===== config.mk =====
export PLATFORM = sky130hd
export DESIGN_NAME = brancher
export DESIGN_NICKNAME = d
export VERILOG_FILES = /design/src/rtl/stream_stage.sv /design/src/rtl/brancher.sv
export SDC_FILE = /design/constraint.sdc
export NUM_CORES = 1
export LEC_CHECK = 0
export BUFFER_PORTS_ARGS = -buffer_cell sky130_fd_sc_hd__buf_2
export CORE_MARGIN = 1.5
export CORE_UTILIZATION = 35
export CTS_CLUSTER_SIZE = 16
export DETAILED_ROUTE_END_ITERATION = 7
export HOLD_SLACK_MARGIN = 0.15
export PLACE_DENSITY = 0.66
export SETUP_SLACK_MARGIN = 0.2
export SYNTH_ARGS = -nofsm -noshare
export SYNTH_HDL_FRONTEND = slang
export SYNTH_SLANG_ARGS = --single-unit

===== constraint.sdc =====
create_clock -name iCLK -period 1.7 [get_ports iCLK]
set_clock_uncertainty 0.15 [all_clocks]
set_input_delay 0.34 -clock iCLK [delete_from_list [all_inputs] [get_ports iCLK]]
set_output_delay 0.34 -clock iCLK [all_outputs]
set_load 0.1 [all_outputs]

===== src/rtl/stream_stage.sv =====
// -----------------------------------------------------------------------------
// stream_stage
// One registered valid/ready pipeline stage used for each brancher output.
// Valid and data come straight from flops, so there is no combinational
// path from the input side to the output side.
//
// Parameters
//   WIDTH : payload width held by the stage
//   BURST : "yes" = can take a new beat while the held beat drains
//           (full throughput); "no" = takes a beat only when empty
//
// Ports
//   iCLK   : clock, rising edge
//   iRST   : synchronous active-high reset, clears valid and data
//   iLoad  : capture iData this cycle (the parent only asserts it when oFree)
//   iData  : incoming payload
//   oFree  : stage can accept a beat this cycle (combinational)
//   oValid : downstream valid (registered)
//   iReady : downstream ready
//   oData  : downstream payload (registered)
// -----------------------------------------------------------------------------
module stream_stage #(
  parameter int    WIDTH = 4,
  parameter string BURST = "yes"
) (
  input  logic             iCLK,
  input  logic             iRST,
  input  logic             iLoad,
  input  logic [WIDTH-1:0] iData,
  output logic             oFree,
  output logic             oValid,
  input  logic             iReady,
  output logic [WIDTH-1:0] oData
);

  localparam bit BURST_EN = (BURST == "yes");

  logic             valid_q;
  logic             valid_d;
  logic [WIDTH-1:0] data_q;
  logic [WIDTH-1:0] data_d;
  logic             drain_s;

  // Free/drain decode: in burst mode a draining beat frees the slot in the
  // same cycle; otherwise the stage must already be empty.
  always_comb begin
    drain_s = valid_q & iReady;
    if (BURST_EN) begin
      oFree = ~valid_q | iReady;
    end else begin
      oFree = ~valid_q;
    end
  end

  // Next-state: a load wins over a drain so that a simultaneous drain and
  // load keeps valid high with the new beat; data only moves on a load.
  always_comb begin
    valid_d = valid_q;
    data_d  = data_q;
    if (iLoad) begin
      valid_d = 1'b1;
      data_d  = iData;
    end else if (drain_s) begin
      valid_d = 1'b0;
    end else begin
      valid_d = valid_q;
    end
  end

  // Stage registers with synchronous reset.
  always_ff @(posedge iCLK) begin
    if (iRST) begin
      valid_q <= 1'b0;
      data_q  <= {WIDTH{1'b0}};
    end else begin
      valid_q <= valid_d;
      data_q  <= data_d;
    end
  end

  assign oValid = valid_q;
  assign oData  = data_q;

endmodule


===== src/rtl/brancher.sv =====
// -----------------------------------------------------------------------------
// brancher
// Routes one upstream valid/ready stream to one of two registered output
// branches chosen per beat by iSelect_AM. The upstream payload carries both
// branch fields packed as {branch-1 field, branch-0 field}; only the field
// of the selected branch is captured.
//
// Parameters
//   WIDTH0 : branch-0 payload width
//   WIDTH1 : branch-1 payload width
//   BURST  : "yes" = full throughput per branch, "no" = one beat per two
//            cycles per branch (stage accepts only when empty)
//
// Ports
//   iCLK        : clock, rising edge
//   iRST        : synchronous active-high reset
//   iValid_AM   : upstream valid
//   oReady_AM   : upstream ready, free flag of the selected branch
//   iSelect_AM  : destination, 0 = branch 0, 1 = branch 1
//   iData_AM    : packed payload {branch-1 field, branch-0 field}
//   oValid_BM0 / iReady_BM0 / oData_BM0 : branch-0 stream
//   oValid_BM1 / iReady_BM1 / oData_BM1 : branch-1 stream
// -----------------------------------------------------------------------------
module brancher #(
  parameter int    WIDTH0 = 4,
  parameter int    WIDTH1 = 4,
  parameter string BURST  = "yes"
) (
  input  logic                     iCLK,
  input  logic                     iRST,
  input  logic                     iValid_AM,
  output logic                     oReady_AM,
  input  logic                     iSelect_AM,
  input  logic [WIDTH0+WIDTH1-1:0] iData_AM,
  output logic                     oValid_BM0,
  input  logic                     iReady_BM0,
  output logic [WIDTH0-1:0]        oData_BM0,
  output logic                     oValid_BM1,
  input  logic                     iReady_BM1,
  output logic [WIDTH1-1:0]        oData_BM1
);

  logic              free0_s;
  logic              free1_s;
  logic              accept_s;
  logic              load0_s;
  logic              load1_s;
  logic [WIDTH0-1:0] field0_s;
  logic [WIDTH1-1:0] field1_s;

  // Split the packed payload into the two branch fields.
  assign field0_s = iData_AM[WIDTH0-1:0];
  assign field1_s = iData_AM[WIDTH0+WIDTH1-1:WIDTH0];

  // Upstream ready follows only the selected branch, so a stalled branch
  // never blocks beats headed for the other one.
  always_comb begin
    if (iSelect_AM) begin
      oReady_AM = free1_s;
    end else begin
      oReady_AM = free0_s;
    end
  end

  // Demux the accepted beat to exactly one branch stage.
  always_comb begin
    accept_s = iValid_AM & oReady_AM;
    if (iSelect_AM) begin
      load0_s = 1'b0;
      load1_s = accept_s;
    end else begin
      load0_s = accept_s;
      load1_s = 1'b0;
    end
  end

  stream_stage #(
    .WIDTH (WIDTH0),
    .BURST (BURST)
  ) u_stage0 (
    .iCLK   (iCLK),
    .iRST   (iRST),
    .iLoad  (load0_s),
    .iData  (field0_s),
    .oFree  (free0_s),
    .oValid (oValid_BM0),
    .iReady (iReady_BM0),
    .oData  (oData_BM0)
  );

  stream_stage #(
    .WIDTH (WIDTH1),
    .BURST (BURST)
  ) u_stage1 (
    .iCLK   (iCLK),
    .iRST   (iRST),
    .iLoad  (load1_s),
    .iData  (field1_s),
    .oFree  (free1_s),
    .oValid (oValid_BM1),
    .iReady (iReady_BM1),
    .oData  (oData_BM1)
  );

endmodule


==> results by group, run 1 <==
Global route
  • First-pass GRT wire length: 1210 um
  • Initial antenna violation count: 0
  • Largest net degree at the start of global routing: 19
  • Number of global-route vias before repair: 297
  • Remaining Overflow, GRT: 0
  • All-layer global routing usage: 0.115

Yosys
  • Sequential-to-total area share from yosys stat: 0.399
  • Yosys warns: 0
  • Post-Synth Adder-Cell Area: 0
  • Synth Area in Simple Gates: 0.344
  • XOR/XNOR share of the synthesized area: 0
  • Average instance area after synthesis: 10.9 sq um
  • Mapped Cells: 46
  • Synth Area in Compound Gates: 0.0200
  • Synthesized flop and latch total: 10
  • Mux cell area share after synthesis: 0.182
  • Mapped Area: 502 sq um
  • Post-synth cell types: 10
  • Syn_nets: 60
  • Largest family of logic cells by synthesized area: simple AND/OR/NAND/NOR gates

Timing
  • Slew Limit Fails: 0
  • Period utilization: 0.941
  • Fin. Hold Viols: 0
  • Final setup TNS: 0 ns
  • Final setup violating endpoints: 0
  • Tmin final: 1.60 ns
  • Slew @ Worst Pin: 0.482 ns
  • Rel. slew slack: 0.681
  • RSZ-0062 raised after global routing: yes
  • Highest clock rate: 625 MHz

Floorplanning
  • Cell Rows: 13
  • DIE HEIGHT: 40.9 um
  • Die X-Extent: 40.9 um
  • Starting Density: 0.381
  • I/O pin count: 25
  • CORE AREA: 1320 sq um
  • DIE AREA: 1670 sq um

Setup path
  • Critical path peak fanout: 2
  • Worst Path Required: 1.21 ns
  • Crit end category: primary output
  • Cell family with most CP delay: flip-flops
  • Reg2reg start: u_stage1.oValid
  • Critical-path cell list: nand2b_4 > mux2_4 > buf_12
  • Critical path arrival: 1.11 ns
  • R2R setup slack: 0.55 ns
  • Startpoint types: flip-flop
  • Worst reg2reg path depth: 4
  • Kind of critical path: reg -> out
  • WP buf/inv: 1
  • Worst reg2reg endpoint: u_stage1.oData[0]
  • Worst path slowest cell: dfxtp_4
  • Delay of the slowest critical-path stage: 0.35 ns

Placement
  • Port buffer count: 24
  • GPL Wtd Cong: 0.607
  • Placed Cells: 82

Detailed routing
  • # DRC: 0
  • Antenna-violating nets left: 0
  • Drt first-iter violations: 3
  • Vias: 391
  • Routed len/inst: 9.72 um
  • Drt total wl: 855 um
  • DR pass1 iterations: 2
  • Vias per std cell: 4.44

Cells and area
  • Register Area: 208 sq um
  • Non-Filler Instances: 88
  • Number of diodes: 0
  • Final #Nets: 88
  • Layout area overhead: 41.6%
  • Most common cell after layout, fill and taps aside: nand2b_1
  • Most frequent cells in the layout: nand2b_1, buf_2, buf_4, mux2i_1, dfxtp_1
  • Layout cells sized above 1: 0.521
  • Area of the multi-input gates: 278 sq um
  • Layout filler cell count: 131

Clock network
  • CTS buffer count: 3
  • CTS Buffer Depth: 2
  • Clk Latency, worst-skew pair: 0.25 ns
  • CTS tree: done
  • Clk sinks: 10
  • Clock root buffer: clkbuf_4
  • Reg clk slew, reported paths: 0.06 ns
  • Hold buffer count at cts: 0
  • # H-tree levels: 1

Worst hold path
  • Hold Crit Endpoint: u_stage1.oData[3]
  • Min-Delay Path Class: in -> reg
  • Hold Startpoint: iData_AM[7]
  • WHS Path Cells: 3

Pwr
  • Max VDD drop: 0.000404 V
  • Power per Cell Area: 905 nW/um^2
  • Leakage: 0.344 nW

Job
  • Max-cap viol count: 0

Status
  • Run status: complete, no violations
-- cell families after synthesis --
logic type | count (synthesis)
DFF | 10
AOI/OAI and AO/OA | 2
and+or+nand+nor | 22
buffers and inverters | 3
muxes | 9
-- cell type report --
class                   count  area share
flip-flops and latches     10       0.292
well taps                  15      0.0264
clock buffers               4      0.0511
multi-input cells          33       0.391
repair buffers             26       0.239
-- worst reg2reg max path: stages (launching register included) --
cell	delay, ns
dfxtp_4	0.35
nand2b_4	0.06
buf_4	0.10
nor2b_4	0.21
mux2i_1	0.21
-- synthesized netlist by cell type --
cell type,instances,area share
a21oi_1,2,0.020
buf_6,2,0.045
clkbuf_2,1,0.010
dfxtp_1,10,0.40
mux2_2,1,0.022
mux2i_1,8,0.16
nand2_1,1,0.0075
nand2b_1,16,0.20
nand2b_4,3,0.082
nor2b_4,2,0.055
-- per-stage QoR --
stage | power (mW) | setup slack (ns) | util | area (sq um) | hold slack [ns]
floorplan | 0.403 | 0.197 | - | 513 | 0.345
global placement | 0.429 | 0.0957 | 0.474 | 624 | 0.309
detailed placement | 0.431 | 0.0825 | 0.474 | 624 | 0.309
CTS | 0.652 | 0.0917 | 0.534 | 703 | 0.180
global route | 0.676 | 0.0661 | 0.539 | 711 | 0.189
finish | 0.643 | 0.100 | 0.539 | 711 | 0.187
-- sequential cells by signal, indices dropped and copies added (netlist names) --
signal	flops
u_stage1.oData	4
u_stage0.oValid	1
u_stage0.oData	4
u_stage1.oValid	1
-- report_power, final --
part	switching, mW	leakage [nW]	internal (mW)
combinational	0.127	0.240	0.0568
sequential	0.00736	0.0833	0.245
clock	0.0764	0.0210	0.130
-- what timing repair did --
| item | in CTS | in global routing |
|---|---|---|
| gates cloned | 0 | 0 |
| buffers inserted | 1 | 1 |
| resized for setup | 12 | 0 |
| endpoints found under the setup margin | 11 | 3 |
-- how the worst max path moves through the flow --
stage           endpoint       startpoint  depth (start not counted)  slack, ns
2_1_floorplan  oReady_AM  u_stage0.oValid                          2       0.20
3_3_place_gp   oReady_AM       iReady_BM0                          4        0.1
3_5_place_dp   oReady_AM       iReady_BM0                          4       0.08
4_1_cts        oReady_AM  u_stage0.oValid                          3       0.09
5_1_grt        oReady_AM  u_stage1.oValid                          3       0.07
6_report       oReady_AM  u_stage0.oValid                          3       0.10
-- per-layer routing --
metal | GRT usage | vias up | routed length [um]
met5 | 0 | - | 0
met4 | 0.0500 | 0 | 0
met3 | 0.0380 | 0 | 91
met2 | 0.184 | 19 | 410
met1 | 0.139 | 170 | 354
li1 | - | 202 | -
No activity file was read; power rests on OpenSTA's default activity.
==> run 2, diff against run 1 <==
--- a/config.mk
+++ b/config.mk
@@ -6,12 +6,13 @@
 export NUM_CORES = 1
 export LEC_CHECK = 0
 export BUFFER_PORTS_ARGS = -buffer_cell sky130_fd_sc_hd__buf_2
+export CORE_ASPECT_RATIO = 1.2
 export CORE_MARGIN = 1.5
-export CORE_UTILIZATION = 35
+export CORE_UTILIZATION = 30
 export CTS_CLUSTER_SIZE = 16
 export DETAILED_ROUTE_END_ITERATION = 7
 export HOLD_SLACK_MARGIN = 0.15
-export PLACE_DENSITY = 0.66
+export PLACE_DENSITY = 0.58
 export SETUP_SLACK_MARGIN = 0.2
 export SYNTH_ARGS = -nofsm -noshare
 export SYNTH_HDL_FRONTEND = slang
==> results by group, run 2 (synthesized netlist as in run 1, its figures left out) <==
Status
  • Run status: complete, no violations

Detailed routing
  • Routed len/inst: 9.30 um (-4.2%)
  • Drt first-iter violations: 4 (+1)
  • DR pass1 iterations: 2 (unchanged)
  • # DRC: 0 (unchanged)
  • Vias per std cell: 4.26 (-4.2%)
  • Antenna-violating nets left: 0 (unchanged)
  • Drt total wl: 828 um (-3.2%)
  • Vias: 379 (-3.1%)

Timing
  • Slew @ Worst Pin: 0.482 ns (+0.000139 ns)
  • Slew Limit Fails: 0 (unchanged)
  • RSZ-0062 raised after global routing: yes
  • Period utilization: 0.938 (-0.00257)
  • Final setup TNS: 0 ns (unchanged)
  • Tmin final: 1.60 ns (-0.00437 ns)
  • Fin. Hold Viols: 0 (unchanged)
  • Rel. slew slack: 0.681 (about the same)
  • Highest clock rate: 627 MHz (+0.27%)
  • Final setup violating endpoints: 0 (unchanged)

Cells and area
  • Most common cell after layout, fill and taps aside: nand2b_1
  • Most frequent cells in the layout: nand2b_1, buf_2, buf_4, mux2i_1, dfxtp_1
  • Layout cells sized above 1: 0.507 (-0.0135)
  • Final #Nets: 87 (-1.1%)
  • Layout area overhead: 38.7%
  • Layout filler cell count: 174 (+33%)
  • Number of diodes: 0 (unchanged)
  • Final Cell Area: 696 sq um (-2.1%)

Pwr
  • Max VDD drop: 0.000427 V (+5.7%)
  • Power per Cell Area: 846 nW/um^2 (-6.5%)
  • Leakage: 0.333 nW (-3.3%)

Placement
  • Post-DP HPWL: 624 um
  • Port buffer count: 24 (unchanged)
  • GPL Wtd Cong: 0.642 (+5.7%)
  • Placed Area: 628 sq um (+0.60%)

Clock network
  • Clk sinks: 10 (unchanged)
  • Clock root buffer: clkbuf_4
  • CTS Buffer Depth: 2 (unchanged)
  • CTS buffer count: 3 (unchanged)
  • Reg clk slew, reported paths: 0.06 ns (about the same)
  • # H-tree levels: 1 (unchanged)
  • Hold buffer count at cts: 0 (unchanged)
  • CTS tree: done
  • Clk Latency, worst-skew pair: 0.25 ns (about the same)

Floorplanning
  • Die X-Extent: 40.3 um (-1.3%)
  • Starting Density: 0.313 (-0.0675)
  • I/O pin count: 25 (unchanged)
  • Cell Rows: 16 (+3)
  • DIE AREA: 1930 sq um (+15%)
  • CORE AREA: 1600 sq um (+22%)
  • DIE HEIGHT: 47.8 um (+17%)

Setup path
  • Critical path peak fanout: 2 (unchanged)
  • Worst path slowest cell: dfxtp_4
  • Worst Path Required: 1.21 ns (about the same)
  • Crit end category: primary output
  • Delay of the slowest critical-path stage: 0.35 ns (about the same)
  • Critical-path cell list: nand2b_4 > mux2_4 > buf_12
  • Critical path arrival: 1.11 ns (about the same)
  • Kind of critical path: reg -> out
  • Startpoint types: flip-flop

Global route
  • All-layer global routing usage: 0.0887 (-0.0264)
  • Largest net degree at the start of global routing: 19 (unchanged)
  • Number of global-route vias before repair: 294 (-1.0%)
  • First-pass GRT wire length: 1100 um (-8.5%)
  • Initial antenna violation count: 0 (unchanged)
  • Remaining Overflow, GRT: 0 (unchanged)

Job
  • Max-cap viol count: 0 (unchanged)

Worst hold path
  • Min-Delay Path Class: in -> reg
## run 2: area by class of cell
| cell class | count | area [sq um] | share of cell area |
|---|---|---|---|
| flip-flops and latches | 10 | 208 | 0.299 |
| clock buffers | 3 | 22.5 | 0.0324 |
| repair buffers | 25 | 165 | 0.237 |
| well taps | 18 | 22.5 | 0.0324 |
| multi-input cells | 33 | 278 | 0.399 |
## run 2: metal layers
| layer | vias to the layer above | global-route usage | share of wire |
|---|---|---|---|
| met5 | - | 0 | 0 |
| met4 | 0 | 0.0400 | 0 |
| met3 | 0 | 0.0419 | 0.074 |
| met2 | 17 | 0.114 | 0.49 |
| met1 | 163 | 0.124 | 0.44 |
| li1 | 199 | - | - |
## run 2: worst max-delay path, delay by kind of cell (launching register included)
kind                   cells  cell delay (ns)
buffers and inverters      1             0.17
and+or+nand+nor            1             0.05
muxes                      1             0.28
DFF                        1             0.35
## run 2: repair_timing
| action | in CTS | in global routing |
|---|---|---|
| endpoints found under the setup margin | 11 | 2 |
| resized for setup | 13 | 0 |
| setup buffers | 1 | 0 |
## run 2: power by group
part	internal, mW	total [mW]	switching [mW]
Combinational	0.0566	0.183	0.126
Sequential	0.246	0.253	0.00755
Clock	0.0813	0.152	0.0712
## run 2: worst paths after layout
path	startpoint	to	slack (ns)	cells after the start
setup / recovery	u_stage0.oValid	oReady_AM	0.10	3
hold / removal	iData_AM[3]	u_stage0.oData[3]	0.19	3
setup reg to reg	u_stage0.oValid	u_stage0.oData[1]	0.58	4
hold reg to reg	u_stage0.oData[0]	u_stage0.oData[0]	0.32	2
## run 2: per-stage QoR
step	hold WS, ns	power, mW	cells	setup WS [ns]	utilization
2_1_floorplan	0.345	0.403	46	0.197	-
3_3_place_gp	0.307	0.429	85	0.0957	0.392
3_5_place_dp	0.307	0.431	85	0.0831	0.392
4_1_cts	0.183	0.603	89	0.0903	0.434
5_1_grt	0.188	0.621	89	0.0657	0.434
6_report	0.190	0.589	89	0.105	0.434
